**src/rtl/if_fetch_unit.sv**
```systemverilog
// Instruction fetch stage: owns the PC, reads IMEM combinationally and queues
// {pc, instruction} pairs for decode. Handles redirects, stalls and window faults.
module if_fetch_unit #(
    parameter logic [31:0] RESET_PC   = 32'h0000_0000,
    parameter int          IMEM_WORDS = 2048,
    parameter int          DEPTH      = 2
) (
    input  logic        clk_i,
    input  logic        rst_i,
    output logic [31:0] imem_addr_o,
    input  logic [31:0] imem_inst_i,
    input  logic        redirect_i,
    input  logic [31:0] redirect_pc_i,
    output logic        inst_valid_o,
    input  logic        inst_ready_i,
    output logic [31:0] inst_o,
    output logic [31:0] pc_o,
    output logic        misalign_o,
    output logic        fetch_fault_o
);

    localparam int          CW           = $clog2(DEPTH + 1);
    localparam int          PW           = (DEPTH > 1) ? $clog2(DEPTH) : 1;
    localparam logic [31:0] WINDOW_BYTES = 32'(IMEM_WORDS) * 32'd4;
    localparam logic [31:0] NOP          = 32'h0000_0013;

    logic [31:0]   pc;
    logic [CW-1:0] count;
    logic [PW-1:0] wr_ptr;
    logic [PW-1:0] rd_ptr;
    logic [31:0]   q_pc   [DEPTH];
    logic [31:0]   q_inst [DEPTH];

    logic in_range;
    logic push;
    logic pop;

    function automatic logic [PW-1:0] ptr_next(input logic [PW-1:0] p);
        return (p == PW'(DEPTH - 1)) ? '0 : p + PW'(1);
    endfunction

    // Handshake: decode takes the head on a cycle where inst_valid_o and
    // inst_ready_i are both high; while ready is low the head holds stable.
    assign pop      = inst_valid_o & inst_ready_i;
    assign in_range = (pc - RESET_PC) < WINDOW_BYTES;
    assign push     = !redirect_i && in_range && ((count < CW'(DEPTH)) || pop);

    assign imem_addr_o  = pc;
    assign inst_valid_o = (count != '0);
    assign inst_o       = inst_valid_o ? q_inst[rd_ptr] : NOP;
    assign pc_o         = inst_valid_o ? q_pc[rd_ptr]   : 32'h0;

    always_ff @(posedge clk_i) begin
        if (rst_i) begin
            pc            <= RESET_PC;
            count         <= '0;
            wr_ptr        <= '0;
            rd_ptr        <= '0;
            misalign_o    <= 1'b0;
            fetch_fault_o <= 1'b0;
        end else if (redirect_i) begin
            // Flush includes any entry handed over this cycle; decode drops it.
            pc            <= {redirect_pc_i[31:2], 2'b00};
            count         <= '0;
            wr_ptr        <= '0;
            rd_ptr        <= '0;
            misalign_o    <= |redirect_pc_i[1:0];
            fetch_fault_o <= 1'b0;
        end else begin
            misalign_o    <= 1'b0;
            fetch_fault_o <= fetch_fault_o | !in_range;
            if (push) begin
                q_pc[wr_ptr]   <= pc;
                q_inst[wr_ptr] <= imem_inst_i;
                wr_ptr         <= ptr_next(wr_ptr);
                pc             <= pc + 32'd4;
            end
            if (pop) begin
                rd_ptr <= ptr_next(rd_ptr);
            end
            if (push && !pop) begin
                count <= count + CW'(1);
            end else if (pop && !push) begin
                count <= count - CW'(1);
            end
        end
    end

endmodule

```
**config.mk**
```make
export PLATFORM = sky130hd
export DESIGN_NAME = if_fetch_unit
export DESIGN_NICKNAME = d
export VERILOG_FILES = /design/src/rtl/if_fetch_unit.sv
export SDC_FILE = /design/constraint.sdc
export NUM_CORES = 1
export LEC_CHECK = 0
export ABC_AREA = 1
export BUFFER_PORTS_ARGS = -buffer_cell sky130_fd_sc_hd__buf_2
export CORE_ASPECT_RATIO = 1.75
export CORE_MARGIN = 5
export CORE_UTILIZATION = 52
export CTS_CLUSTER_DIAMETER = 100
export DETAILED_ROUTE_END_ITERATION = 12
export HOLD_SLACK_MARGIN = 0.08
export PLACE_DENSITY = 0.84
export SLEW_MARGIN = 40
export SYNTH_ARGS = -nofsm -noshare
export SYNTH_HDL_FRONTEND = slang
export SYNTH_SLANG_ARGS = --single-unit
export TNS_END_PERCENT = 30
```
**constraint.sdc**
```tcl
create_clock -name clk_i -period 7.5 [get_ports clk_i]
set_input_delay 1.5 -clock clk_i [delete_from_list [all_inputs] [get_ports clk_i]]
set_output_delay 1.5 -clock clk_i [all_outputs]
set_load 0.05 [all_outputs]
```
Word-level counts from Yosys, hierarchy flattened

Memories as Yosys holds them, arrays and structs flattened. A register that Yosys moved wholly into a read port is not among the register bits.
Cells that the tools add are included.

$add $sub $neg: 5
Magnitude comparators: 2
Muxes and demuxes: 16
Bitwise logic cells: 3
Reduce and logical (&&, ||, !) cells: 15

Operators with widths:

| kind                                                                           | count |
|---|---|
| 32-bit 2-to-1 mux                                                              | 4 |
| 32-bit by 3-bit adder with 32-bit output, second input constant                | 1 |
| 32-bit by 14-bit less-than comparator with 1-bit output, second input constant | 1 |
| 1-bit 2-to-1 mux                                                               | 10 |
| 2-bit nonzero test                                                             | 3 |
| 2-bit OR reduction                                                             | 3 |
| 1-bit logical AND                                                              | 4 |
| 1-bit zero test                                                                | 4 |
| 2-bit 2-to-1 mux                                                               | 2 |
| 1-bit adder, second input constant                                             | 2 |
| 2-bit by 1-bit adder with 2-bit output, second input constant                  | 1 |
| 2-bit less-than comparator, second input constant                              | 1 |
| 2-bit by 1-bit subtractor with 2-bit output, second input constant             | 1 |
| 1-bit AND                                                                      | 1 |
| 1-bit logical OR                                                               | 1 |
| 1-bit NOT                                                                      | 1 |
| 1-bit bitwise OR                                                               | 1 |

Flip-flop bits (word level): 38
Bits in writable memories: 128
Input bits: 68
Output and inout port bits: 99
Logic and storage cells: 50
Memories kept: 2

Memories:

| name   | depth | bits a word | rd ports | clocked after memory_dff | wr ports | line | RTL |
|---|---|---|---|---|---|---|---|
| q_inst | 2     | 32          | 1        | 1                        | 1        | 32   | `logic [31:0] q_inst [DEPTH];` |
| q_pc   | 2     | 32          | 1        | 1                        | 1        | 31   | `logic [31:0] q_pc [DEPTH];` |

Longest topological paths before layout

Gate-level depths: netlist (run 1).

Depth in word-level cells: 8
Mapped depth: 11

Worst setup path before layout (run 1)

Ideal clock, no wire load.

Path type: input -> register
Start point: input port inst_ready_i
End point: memory q_inst[0][0], enable pin
Setup time: 559 ps
Arrival: 6200 ps
Setup slack: 742 ps
Stages: 5
Path buffers: 1
Cell sequence: inv_1 nand2_1 nand4_4 buf_2 nor3_1

Word-level cells in the longest chain between the ends: 7

RTL lines:

| item                                   | line | RTL |
|---|---|---|
| from (decl)                            | 15   | `input logic inst_ready_i,` |
| 1-bit AND                              | 44   | `assign pop = inst_valid_o & inst_ready_i;` |
| 1-bit logical OR                       | 46   | `assign push = !redirect_i && in_range && ((count < CW'(DEPTH)) \|\| pop);` |
| 1-bit logical AND                      | 46   |  |
| 1-bit 2-to-1 mux                       | 72   | `if (push) begin` |
| 1-bit 2-to-1 mux                       | 61   | `end else if (redirect_i) begin` |
| 1-bit 2-to-1 mux                       | 54   | `if (rst_i) begin` |
| 1-bit 2-to-1 mux (implied by the code) | 74   | `q_inst[wr_ptr] <= imem_inst_i;` |
| to (decl)                              | 32   |  |

Every way passes these cells.

==> impl_metrics.tcl, run 1 <==
set metrics [dict create \
    cts_sinks 161 \
    rsz0062_at_grt "no" \
    worst-path-max-fanout 63 \
    vias 4815 \
    worst-r2r-setup-slack_ns 4.86 \
    whs_path_depth 1 \
    synthesis.instances 587 \
    startpoint_type "flop" \
    vdd_ir_drop_max_mv 0.184 \
    fin_ws_ns 3.76 \
    outcome "completed" \
    p_leak_uw 0.00330 \
    fmax_ghz 0.267 \
    r2r_start "imem_addr_o[22]" \
    synth_edf_count 124 \
    route.detailed.drc 0 \
    cts-htree-levels 4 \
    drt_iter0_markers 271 \
    synthTopCellsByArea "edfxtp_1 58%, dfxtp_1 12%, nand2_1 11%" \
    yosysMostFrequentCell "nand2_1" \
    path_class "flop to output pin" \
    io_buffers 162 \
    dp_hpwl_um 10200 \
    grt_usage_pct 21.3 \
    ff2ff_path_depth 8 \
    post_route_cells_drive_above_1_share_pct 27.4 \
    whs_ns 0.463 \
    cp.arrival_ns 2.24 \
    hp-start "rd_ptr" \
    first_pass_iters 5 \
    synth_top_area_share_pct 58.4 \
    gp_congestion 0.912 \
    coreArea_um2 12000 \
    pin_count 167 \
    slew_headroom_pct 45.9 \
    post_cts_buffers 0 \
    yosysTopAreaCell "edfxtp_1" \
    fin_nets 808 \
    yosysSeqAreaShare_pct 70.0 \
    cts_root_buf "clkbuf_16" \
    worstMarginPinSlew_ns 0.812 \
    ant_nets 0 \
    routed_via_density 5.25 \
    cts.path.max_buffers 2 \
    fin_crit_sh_pct 49.9 \
    grt_first_pass_wirelength_um 24200 \
    async_reset_ff_share_pct 0 \
    start_util_pct 53.2 \
    grt_pass1_vias 4917 \
    max_cap_violations 0 \
    die_w_um 93.7 \
    required_ns 6.00 \
    avgRoutedWirePerCell_um 16.6 \
    cts_tree "done" \
    synth.distinct_cells 30 \
    synthesis.area_um2 6380 \
    skew_ns 0.00823 \
    min_path_type "flop to flop" \
    synth_ff_type "edfxtp_1" \
    ctsHoldBuffers 0 \
    dp_slack_ns 3.51 \
    antenna_found_initial 1 \
    wirelength_um 15300 \
    synth_common_cells "191 x nand2_1, 124 x edfxtp_1, 87 x a21oi_1, 40 x nand3_1, 37 x dfxtp_1" \
    insertion_delay_ns 0.42 \
    setup_viol 0 \
    area_delta_synth_final_pct 24.4 \
    postCtsResizedCells 0 \
    p_per_area_nw_per_um2 261 \
    tns_ns 0 \
    avgSynthCellArea_um2 10.9 \
    ys_ff_latch 161 \
    numCtsBuffers 17 \
    rows 53 \
    endpoint_kind "output pin" \
    yosys_warnings 0 \
    timing_hold_violations_final 0 \
    grt_start_max_net_pins 64 \
    slew_viol_final 0 \
    min_period_ns 3.74 \
    gr-total-overflow 0 \
    dieHeight_um 157 \
    cts.clk_slew.worst_paths_ns 0.06 \
    die_area_um2 14700 \
    r2r-end "q_inst[1][31]" \
]
## cell type report
class / instances / area (µm²)
multi-input cells: 375 / 1710
well taps: 165 / 206
flip-flops and latches: 161 / 4470
clock inverters: 14 / 210
inverters: 18 / 70.1
fillers: 919 / 4070
clock buffers: 18 / 429
repair buffers: 165 / 833
diodes: 1 / 2.50
## cell families (layout without fill, tap and decap cells)
logic type	after synthesis	count (layout)	synth area share, %
simple gates	262	262	16.9
flops	161	161	70.0
compound gates	104	104	8.65
buf+inv	54	215	3.65
xor+xnor	3	3	0.412
fa+ha+maj	2	2	0.392
other cells	1	5	0.0588
## flip-flops by register name (all words and copies together), names as in the netlist, named ones only
register	flops
count	2
fetch_fault_o	1
imem_addr_o	30
misalign_o	1
q_inst	64
q_pc	60
rd_ptr	1
wr_ptr	1
## layer usage
metal / vias up / track usage (%) / part of all wire (%) / wire length, µm
met5: - / 0 / 0 / 0
li1: 2319 / - / - / -
met3: 37 / 4.43 / 5.5 / 832
met4: 0 / 9.37 / 3.0 / 453
met2: 208 / 38.4 / 54 / 8250
met1: 2251 / 24.0 / 38 / 5720
## per-stage QoR
stage / util (%) / power [µW] / cells / cell area, µm²
final: 66.1 / 2070 / 917 / 7930
after global placement: 60.7 / 1160 / 884 / 7290
after detailed placement: 60.8 / 1170 / 884 / 7290
after CTS: 66.1 / 2080 / 916 / 7930
after floorplan: - / 1120 / 590 / 6390
after global routing: 66.1 / 2140 / 917 / 7930
## critical path, stage by stage, from the launching register on
cell and delay, ns:
dfxtp_4 0.55, inv_4 0.54, nand2_1 0.18, a21oi_1 0.23, buf_2 0.31
## worst max path at each step
stage,to,depth (start not counted),start
floorplan,q_inst[0][0],5,inst_ready_i
global placement,pc_o[13],4,flop
detailed placement,q_inst[0][3],5,redirect_i
CTS,pc_o[8],4,flop
global route,pc_o[8],4,flop
finish,pc_o[8],4,flop
## layout by cell type, fill, tap and decap left out, types with 4 or more instances in the layout
cell type,n
a21oi_1,87
edfxtp_1,124
buf_2,162
dfxtp_1,36
nand3_1,40
nand2_1,191
nor2_1,19
conb_1,4
a22o_1,6
clkbuf_16,17
inv_1,16
o21ai_0,8
bufinv_16,5
## report_power, final
part           switching, µW  internal (µW)  leakage, µW
clock network            329            589     0.000306
registers               19.1            974      0.00139
logic                    117           40.7      0.00160
total                    465           1600      0.00330
No activity file was read; power rests on OpenSTA's default activity.
==> inputs of run 2 (changes only) <==
ABC_AREA = 0   (was 1)
CORE_UTILIZATION = 53   (was 52)
PLACE_DENSITY = 0.85   (was 0.84)
clock period = 3.7 ns   (was 7.5 ns; I/O delays follow)
==> impl_metrics.tcl, run 2 <==
set metrics [dict create \
    synthesis.instances 469 \
    synth_ff_type "edfxtp_1" \
    largest_register "q_inst" \
    dieHeight_um 156 \
    synth.distinct_cells 40 \
    slew_headroom_pct 51.3 \
    rsz0062_at_grt "no" \
    avgRoutedWirePerCell_um 18.0 \
    routed_via_density 5.56 \
    ff2ff_path_depth 4 \
    dp_hpwl_um 9780 \
    post_route_cells_drive_above_1_share_pct 31.8 \
    coreArea_um2 11900 \
    r2r_start "imem_addr_o[25]" \
    synthXorXnorAreaFrac_pct 0.410 \
    slew_viol_final 0 \
    yosys_warnings 0 \
    largest_reg_flops 64 \
    grt_usage_pct 20.1 \
    max_cap_violations 0 \
    io_buffers 162 \
    cts_tree "done" \
    drt_iter0_markers 209 \
    grt_start_max_net_pins 63 \
    synth_common_cells "124 x edfxtp_1, 98 x nor2_1, 80 x mux2i_1, 37 x dfxtp_1, 14 x clkbuf_1" \
    vdd_ir_drop_max_mv 0.347 \
    fin_nets 701 \
    critPathCapture "inst_o[8]" \
    mostFrequentLayoutCell "buf_2" \
    cp.arrival_ns 2.15 \
    rows 53 \
    wl_met2_um 7660 \
    cts.path.max_buffers 2 \
    path_class "flop to output pin" \
    synthTopCellsByArea "edfxtp_1 58%, mux2i_1 12%, dfxtp_1 12%" \
    cts-htree-levels 4 \
    yosys.area_share.simple_pct 11.2 \
    grt_pass1_vias 4523 \
    endpoint_kind "output pin" \
    outcome "completed" \
    fin_area_um2 7930 \
    synth_adder_area_share_pct 0.390 \
    async_reset_ff_share_pct 0 \
    pin_count 167 \
    slowest_delay_ns 0.80 \
    worstMarginPinSlew_ns 0.728 \
    p_leak_uw 0.00306 \
    top_layer_used "met4" \
    synth_edf_count 124 \
    postCtsResizedCells 0 \
    cts_root_buf "clkbuf_16" \
    die_area_um2 14500 \
    place_area_um2 7370 \
    first_pass_iters 5 \
    gp_congestion 0.822 \
    fmax_ghz 0.347 \
    wl_met1_um 5110 \
    layout_common_cells "162 x buf_2, 124 x edfxtp_1, 97 x nor2_1, 80 x mux2i_1, 36 x dfxtp_1" \
    required_ns 2.96 \
    min_path_type "flop to flop" \
    route.met3.wl_um 799 \
    cp_cell_sequence "buf_4 > mux2i_1 > nor2_1 > buf_2" \
    yosysMostFrequentCell "edfxtp_1" \
    grt_first_pass_wirelength_um 22300 \
    insertion_delay_ns 0.41 \
    path_buf_inv 2 \
    p_per_area_nw_per_um2 497 \
    avgSynthCellArea_um2 13.7 \
    worst-r2r-setup-slack_ns 1.14 \
    die_w_um 93.2 \
    fin_crit_sh_pct 78.0 \
    synthesis.area_um2 6410 \
    wirelength_um 14100 \
    synth_top_family_by_area "multiplexers" \
    synth.area.mux_share_pct 12.5 \
    startpoint_type "flop" \
    skew_ns 0.00760 \
    worst-path-max-fanout 39 \
    numCtsBuffers 17 \
    path_delay_family "flip-flops" \
    cp_slowest_cell "dfxtp_4" \
    vias 4344 \
    ctsHoldBuffers 0 \
    yosysTopAreaCell "edfxtp_1" \
    finalCoreUtilization_pct 66.4 \
    cts.clk_slew.worst_paths_ns 0.06 \
    timing_hold_violations_final 0 \
    antenna_found_initial 0 \
    path_depth 4 \
    synth_compound_area_share_pct 3.26 \
    ant_nets 0 \
    start_util_pct 53.7 \
    whs_path_depth 2 \
    synth_top_area_share_pct 58.1 \
    r2r-end "imem_addr_o[4]" \
    post_cts_buffers 0 \
    min_period_ns 2.89 \
    diodes 0 \
    yosysSeqAreaShare_pct 69.6 \
    gr-total-overflow 0 \
    cts_sinks 161 \
    area_delta_synth_final_pct 23.6 \
    tns_ns 0 \
    setup_viol 0 \
    ys_ff_latch 161 \
    route.detailed.drc 0 \
]
## run 2: worst min path at each step
stage	startpoint	endpoint	slack, ns
finish	rd_ptr	flop	0.51
floorplan	count[1]	count[1]	0.47
global placement	imem_addr_o[25]	q_pc[0][25]	0.47
global route	imem_inst_i[0]	q_inst[0][0]	0.50
detailed placement	rd_ptr	flop	0.49
CTS	imem_inst_i[27]	q_inst[1][27]	0.50
## run 2: worst min-delay path: stages, from the launching register on
cell     delay [ns]
dfxtp_1        0.32
xor2_1         0.08
nor2_1         0.07
## run 2: cell families after synthesis
kind of cell / Yosys count
AO/OA/AOI/OAI: 29
flip-flops: 161
XOR/XNOR: 3
buffers and inverters: 37
other: 1
adder cells (fa/ha/maj): 2
AND/OR/NAND/NOR: 156
multiplexers: 80
## run 2: through the flow
stage                     worst slack (ns)  power, µW  hold WS, ns  instances
after global routing                 0.709       4080        0.500        781
after CTS                            0.785       3970        0.497        781
after floorplan                     -0.612       2260        0.472        472
final                                0.815       3940        0.510        781
after global placement                1.20       2360        0.474        749
after detailed placement              1.09       2360        0.494        749
## run 2: cell type report
type                    instances  area (µm²)
clock buffers                  17         425
clock inverters                15         133
fillers                       879        4010
inverters                       8        30.0
multi-input cells             274        1820
flip-flops and latches        161        4470
well taps                     137         171
repair buffers                169         876
## run 2: layer usage
layer  global-route usage [%]  vias up
met5                        0        -
met4                     9.99        0
met3                     5.08       41
met2                     36.0      184
met1                     21.6     2062
li1                         -     2057
## run 2: report_power, final
| part | switching, µW | internal (µW) | leakage (µW) | total [µW] |
|---|---|---|---|---|
| registers | 38.7 | 1970 | 0.00141 | 2010 |
| logic | 228 | 87.9 | 0.00139 | 315 |
| clock network | 683 | 928 | 0.000259 | 1610 |
| total | 949 | 2990 | 0.00306 | 3940 |
